==> config.mk <==
export PLATFORM = sky130hd
export DESIGN_NAME = uart_tx_fifo
export DESIGN_NICKNAME = d
export VERILOG_FILES = /design/src/rtl/uart_pkg.sv /design/src/rtl/sync_fifo.sv /design/src/rtl/uart_tx_fifo.sv
export SDC_FILE = /design/constraint.sdc
export NUM_CORES = 1
export LEC_CHECK = 0
export ABC_AREA = 1
export ABC_CLOCK_PERIOD_IN_PS = 2660
export CORE_UTILIZATION = 45
export DETAILED_ROUTE_END_ITERATION = 16
export PLACE_DENSITY_LB_ADDON = 0.1
export SLEW_MARGIN = 40
export SYNTH_ARGS = -nofsm -noshare
export SYNTH_HDL_FRONTEND = slang
export SYNTH_SLANG_ARGS = --single-unit
==> constraint.sdc <==
create_clock -name clk -period 2.66 [get_ports clk]
set_input_delay 0.532 -clock clk [delete_from_list [all_inputs] [get_ports clk]]
set_output_delay 0.532 -clock clk [all_outputs]
set_load 0.03 [all_outputs]
==> src/rtl/uart_pkg.sv <==
// Shared UART definitions: byte width and the TX launch FSM encoding.
// Used by uart_rx, uart_tx and uart_tx_fifo.
package uart_pkg;

  localparam int UART_BYTE_W = 8;

  typedef enum logic [1:0] {
    IDLE   = 2'd0,
    LAUNCH = 2'd1,
    WAIT   = 2'd2
  } tx_state_e;

endpackage

==> src/rtl/sync_fifo.sv <==
// Synchronous circular-buffer FIFO with extra-MSB pointers.
// Drops pushes while full and flags them with a one-cycle overflow.
module sync_fifo
  import uart_pkg::*;
#(
  parameter int WIDTH = UART_BYTE_W,
  parameter int DEPTH = 16,
  localparam int CNT_W = $clog2(DEPTH) + 1,
  localparam int AW    = CNT_W - 1
) (
  input  logic             clk,
  input  logic             reset,
  input  logic             wr_en,
  input  logic [WIDTH-1:0] wr_data,
  input  logic             rd_en,
  output logic [WIDTH-1:0] rd_data,
  output logic             full,
  output logic             empty,
  output logic [CNT_W-1:0] count,
  output logic             overflow
);

  logic [WIDTH-1:0] mem [DEPTH];
  logic [CNT_W-1:0] wr_ptr;
  logic [CNT_W-1:0] rd_ptr;
  logic             push;
  logic             pop;

  assign full  = (wr_ptr[AW] != rd_ptr[AW]) &&
                 (wr_ptr[AW-1:0] == rd_ptr[AW-1:0]);
  assign empty = (wr_ptr == rd_ptr);
  assign count = wr_ptr - rd_ptr;
  assign push  = wr_en && !full;
  assign pop   = rd_en && !empty;

  assign rd_data = mem[rd_ptr[AW-1:0]];

  always_ff @(posedge clk or negedge reset) begin
    if (!reset) begin
      wr_ptr   <= '0;
      rd_ptr   <= '0;
      overflow <= 1'b0;
    end else begin
      if (push) wr_ptr <= wr_ptr + 1'b1;
      if (pop)  rd_ptr <= rd_ptr + 1'b1;
      overflow <= wr_en && full;
    end
  end

  // Contents need no reset: pointers define what is valid.
  always_ff @(posedge clk) begin
    if (push) mem[wr_ptr[AW-1:0]] <= wr_data;
  end

endmodule

==> src/rtl/uart_tx_fifo.sv <==
// Byte FIFO plus launch FSM feeding uart_tx one frame at a time.
// Next launch waits for the previous frame's tx_done.
module uart_tx_fifo
  import uart_pkg::*;
#(
  parameter int DEPTH = 16,
  localparam int CNT_W = $clog2(DEPTH) + 1
) (
  input  logic                   clk,
  input  logic                   reset,
  input  logic                   wr_en,
  input  logic [UART_BYTE_W-1:0] wr_data,
  output logic                   full,
  output logic                   empty,
  output logic [CNT_W-1:0]       count,
  output logic                   overflow,
  output logic                   send_sig,
  output logic [UART_BYTE_W-1:0] tx_data,
  input  logic                   tx_busy,
  input  logic                   tx_done
);

  tx_state_e              state;
  tx_state_e              nxt;
  logic                   pop;
  logic [UART_BYTE_W-1:0] fifo_q;

  sync_fifo #(
    .WIDTH (UART_BYTE_W),
    .DEPTH (DEPTH)
  ) u_fifo (
    .clk      (clk),
    .reset    (reset),
    .wr_en    (wr_en),
    .wr_data  (wr_data),
    .rd_en    (pop),
    .rd_data  (fifo_q),
    .full     (full),
    .empty    (empty),
    .count    (count),
    .overflow (overflow)
  );

  always_ff @(posedge clk or negedge reset) begin
    if (!reset) state <= IDLE;
    else        state <= nxt;
  end

  always_comb begin
    nxt = state;
    pop = 1'b0;
    unique case (state)
      IDLE: begin
        if (!empty && !tx_busy) begin
          pop = 1'b1;
          nxt = LAUNCH;
        end
      end
      LAUNCH: nxt = WAIT;
      WAIT: begin
        if (tx_done) nxt = IDLE;
      end
      default: nxt = IDLE;
    endcase
  end

  // LAUNCH lasts exactly one cycle, so the pulse is a state decode.
  assign send_sig = (state == LAUNCH);

  always_ff @(posedge clk or negedge reset) begin
    if (!reset)   tx_data <= '0;
    else if (pop) tx_data <= fifo_q;
  end

endmodule

* Yosys cells after proc, flatten, opt, wreduce, memory -nomap -nowiden
Memories as Yosys holds them, arrays and structs flattened. A register that Yosys moved wholly into a read port is not among the register bits. Index checks and enable logic that the tools add are counted.
Storage, ports and cells: register bits after elaboration 13, RAM bits 128, input port bits 13, memories 1
Memory list:
- u_fifo.mem | depth 16, bits a word 8, read ports 1, clocked after Yosys merged registers in 1, write ports 1, line sync_fifo.sv:23 | logic [WIDTH-1:0] mem [DEPTH];
Operators by class: $add $sub $neg 3, equality and inequality tests 7, mux-type cells 7, reduce and logical (&&, ||, !) cells 11
Operators by type and width (number):
- $add A5 B1 Y5 const B | 2
- $pmux W2 S3 | 1
- $eq A5 B5 Y1 | 1
- $logic_and A1 B1 Y1 | 5
- $sub A5 B5 Y5 | 1
- $eq A4 B4 Y1 | 1
- $logic_not A1 Y1 | 4
- $mux W1 | 4
- $mux W2 | 2
- $ne A2 B2 Y1 const B | 2
- $eq A2 B1 Y1 const B | 1
- $eq A2 B2 Y1 const B | 1
- $logic_not A2 Y1 | 1
- $reduce_and A2 Y1 | 1
- $ne A1 B1 Y1 | 1

* Depth between registers and ports, before layout
word-level depth 6, mapped depth 12

* Hierarchy
Synthesis repeated with hierarchy kept, for this count alone.
Second synthesis, totals: cells, all modules 703, area, all modules 6824.0 µm²
Modules (own cells, without submodules):
- sync_fifo | instances 1, cells each 659, area each 6412.4 µm², seq. area each 4119.0 µm²
- uart_tx_fifo | instances 1, cells each 44, area each 411.6 µm², seq. area each 250.2 µm²

* Worst setup path after synthesis
Ideal clock, no wire load.
path type register -> output, start point register u_fifo.rd_ptr[1], end point output port count[4], arrival time 1.744 ns, data required time 2.128 ns, setup slack 0.384 ns, cell stages (with the launch flop) 8, buffers on the path 2, cells stage by stage dfrtp_1 > buf_4 > inv_2 > buf_4 > fa_1 > nand3_1 > nand2_1 > xor2_1
On the way: word-level cells in the longest chain between the ends 1
RTL lines:
- start, declared | line sync_fifo.sv:25 | logic [CNT_W-1:0] rd_ptr;
- start signal, assigned | line sync_fifo.sv:45 | if (pop) rd_ptr <= rd_ptr + 1'b1;
- $sub A5 B5 Y5 | line sync_fifo.sv:32 | assign count = wr_ptr - rd_ptr;
- end, declared | line uart_tx_fifo.sv:15 | output logic [CNT_W-1:0] count,
No other way between the ends.

* Worst setup path in the final report
start point register u_fifo.wr_ptr[0], end point output port count[4]
On the way: word-level cells in the longest chain between the ends 1
RTL lines:
- start, declared | line sync_fifo.sv:24 | logic [CNT_W-1:0] wr_ptr;
- start signal, assigned | line sync_fifo.sv:44 | if (push) wr_ptr <= wr_ptr + 1'b1;
- $sub A5 B5 Y5 | line sync_fifo.sv:32
No other way between the ends.

==> results.sh <==
export IMPL_numPortBuffers=29
export IMPL_fin_util_pct=53.8
export IMPL_crit_required_ps=2130
export IMPL_dr_wl_met2_um=7590
export IMPL_path_class="reg -> out"
export IMPL_die_w_um=125
export IMPL_routed_wl_met3_um=708
export IMPL_p_per_area_nw_per_um2=1150
export IMPL_ir_drop_mv=0.629
export IMPL_hold_viol_final=0
export IMPL_wl_per_cell_um=16.5
export IMPL_slew_headroom_pct=43.9
export IMPL_reg2reg_from="u_fifo.rd_ptr[3]"
export IMPL_setup_slack_ps=151
export IMPL_vias_per_cell=4.94
export IMPL_dpl_hpwl_um=9820
export IMPL_gp_congestion=0.870
export IMPL_drtAntennaViolNets=0
export IMPL_dp_cells=896
export IMPL_grt_ovfl_total=0
export IMPL_fin_skew_ps=4.96
export IMPL_synth_top_flop_cell="edfxtp_1"
export IMPL_grt_max_degree=58
export IMPL_wl_met1_um=6660
export IMPL_rsz0062_at_grt="no"
export IMPL_yosysWarnings=0
export IMPL_seq_area_frac_synth_pct=64.4
export IMPL_dieArea_um2=15600
export IMPL_crit_chain="inv_2 > ha_1 > inv_1 > fa_2 > nand3_1 > nand2_1 > xor2_1 > buf_4"
export IMPL_synth_seq_cells=149
export IMPL_async_reset_ff_share_pct=14.1
export IMPL_hp_class="in -> async"
export IMPL_drive_above_1_share_pct=11.8
export IMPL_setup_viol=0
export IMPL_drt_total_wl_um=15300
export IMPL_failed_checks="design-rule violations"
export IMPL_worst_skew_pair_late_latency_ps=420
export IMPL_pre_cts_slack_ps=497
export IMPL_path_clk_slew_ps=60
export IMPL_syn2layout_area_growth_pct=16.2
export IMPL_fp_row_count=44
export IMPL_cpMaxStageDelayCell="dfrtp_1"
export IMPL_die_h_um=125
export IMPL_numCtsBuffers=17
export IMPL_period_minus_slack_ps=2510
export IMPL_synth_cell_types=26
export IMPL_synthCells=679
export IMPL_n_fill_cell=1312
export IMPL_root_buffer="clkbuf_16"
export IMPL_syn_avg_cell_area_um2=9.99
export IMPL_arrival_ps=1980
export IMPL_grt_pass1_vias=4489
export IMPL_diodes=0
export IMPL_slowest_delay_ps=420
export IMPL_antenna_found_initial=0
export IMPL_fin_tns_setup_ps=0
export IMPL_drc=4
export IMPL_grt_usage_pct=21.2
export IMPL_clock_sinks=149
export IMPL_p_leak_nw=3.50
export IMPL_fmax_ghz=0.399
export IMPL_htreeDepth=4
export IMPL_syn_area_um2=6780
export IMPL_grt_first_pass_wirelength_um=24000
export IMPL_slew_violations=0
export IMPL_worstPathMaxFanout=4
export IMPL_initial_utilization_pct=46.3
export IMPL_num_vias=4587
export IMPL_crit_start="u_fifo.wr_ptr[0]"
export IMPL_end_kind="primary output"
export IMPL_cts_tree="done"
export IMPL_drtIter0Drc=276
export IMPL_dr_pass1_iters=11
export IMPL_finalNonFillerCells=929
export IMPL_cap_violations=0
export IMPL_core_area_um2=14600
export IMPL_syn_nets=702
export IMPL_final_nets=755
export IMPL_worstMarginPinSlew_ps=839
export IMPL_synth_edf_count=128
export IMPL_status="complete, but fails checks"
export IMPL_clk_path_buf_depth=2
export IMPL_highest_layer="met4"
export IMPL_pin_count=30
export IMPL_critPathLaunchType="register"
export IMPL_period_share_pct=94.3
[area by class of cell]
class,count,area (um^2),share of cell area (%)
Sequential cell,149,4370,55.5
Multi-Input combinational cell,383,1760,22.3
Timing Repair Buffer,57,498,6.32
Clock buffer,22,474,6.02
Inverter,124,468,5.94
Tap cell,184,230,2.92
Clock inverter,10,80.1,1.02
[sequential cells by signal, indices dropped and copies added, names as in the netlist]
name / cells
tx_data: 8
u_fifo.mem: 128
state: 2
u_fifo.overflow: 1
u_fifo.rd_ptr: 5
u_fifo.wr_ptr: 5
[metal layers]
| layer | vias to the layer above | track usage, % |
|---|---|---|
| met4 | 0 | 9.95 |
| met3 | 24 | 5.15 |
| li1 | 2241 | - |
| met1 | 2220 | 26.5 |
| met5 | - | 0 |
| met2 | 102 | 34.8 |
[worst max-delay path: cells and delay by family, from the launching register on]
family	cells	cell delay, ps
adder cells (fa/ha/maj)	2	500
flip-flops	1	420
buffers and inverters	3	350
XOR/XNOR	1	130
AND/OR/NAND/NOR	2	150
[Yosys cell counts (2+ instances only)]
library cell | count | area share (%)
nand2_1 | 194 | 11
edfxtp_1 | 128 | 57
inv_1 | 117 | 6.5
nor2_1 | 71 | 3.9
nand3_1 | 69 | 5.1
dfrtp_1 | 21 | 7.7
a21oi_1 | 10 | 0.74
xor2_1 | 10 | 1.3
buf_6 | 9 | 1.5
ha_1 | 9 | 1.7
buf_4 | 8 | 0.89
nor2_2 | 8 | 0.74
buf_2 | 5 | 0.37
inv_2 | 4 | 0.22
nand2_2 | 3 | 0.28
clkinv_1 | 2 | 0.11
nand2_4 | 2 | 0.33
[repair_timing]
action | in CTS | in global routing
gates resized for setup | 0 | 2
setup buffers | 0 | 1
hold buffers | 0 | 0
endpoints found under the setup margin | 0 | 1
[through the flow]
step	area, um^2	hold slack (ps)	total power [mW]
after floorplan	6780	236	5.72
after global placement	7310	494	6.78
after detailed placement	7310	484	6.82
after CTS	7870	464	9.07
after global routing	7880	480	9.56
final	7880	464	9.02
[worst paths after layout]
| check | to | slack [ps] | cells past startpoint |
|---|---|---|---|
| setup / recovery | count[4] | 150 | 8 |
| setup reg to reg | u_fifo.mem[8][0] | 520 | 10 |
| hold reg to reg | u_fifo.wr_ptr[4] | 510 | 1 |
| min in group clk | u_fifo.wr_ptr[4] | 510 | 1 |
| hold / removal | state[1] | 460 | 2 |
| max in group asynchronous | u_fifo.rd_ptr[0] | 1930 | 2 |
[kinds of logic after synthesis]
family          synth area share, %
simple gates                   21.3
flops                          64.4
buf+inv                        9.70
compound gates                 1.05
xor+xnor                       1.53
fa+ha+maj                      1.96
[cell usage in the layout, fill, tap and decap left out]
cell,netlist,layout
bufinv_16,0,1
nand2_1,194,194
clkbuf_16,0,17
ha_1,9,9
a21oi_1,10,10
inv_1,117,116
nor3_1,1,1
nand2_2,3,3
xor2_1,10,10
inv_4,1,1
dfrtp_1,21,20
o21ai_0,1,1
o21bai_1,1,1
inv_2,4,5
nand3_2,1,1
nor2_2,8,8
clkinvlp_4,0,2
nor2_1,71,71
clkinv_1,2,2
nand3_1,69,69
edfxtp_1,128,128
clkinv_2,0,7
buf_12,0,1
buf_4,8,33
fa_2,0,1
xor2_2,1,1
nand2_4,2,2
dfrtp_2,0,1
o21ai_2,1,1
clkdlybuf4s50_1,0,23
clkbuf_1,1,2
clkbuf_8,0,3
[power by group]
part           internal [mW]  switching [mW]  leakage (nW)
Clock                   1.35           0.896         0.275
Combinational           1.23            2.46          1.82
Sequential              2.90           0.190          1.40
Note: power is estimated with default switching activity, not from simulation.
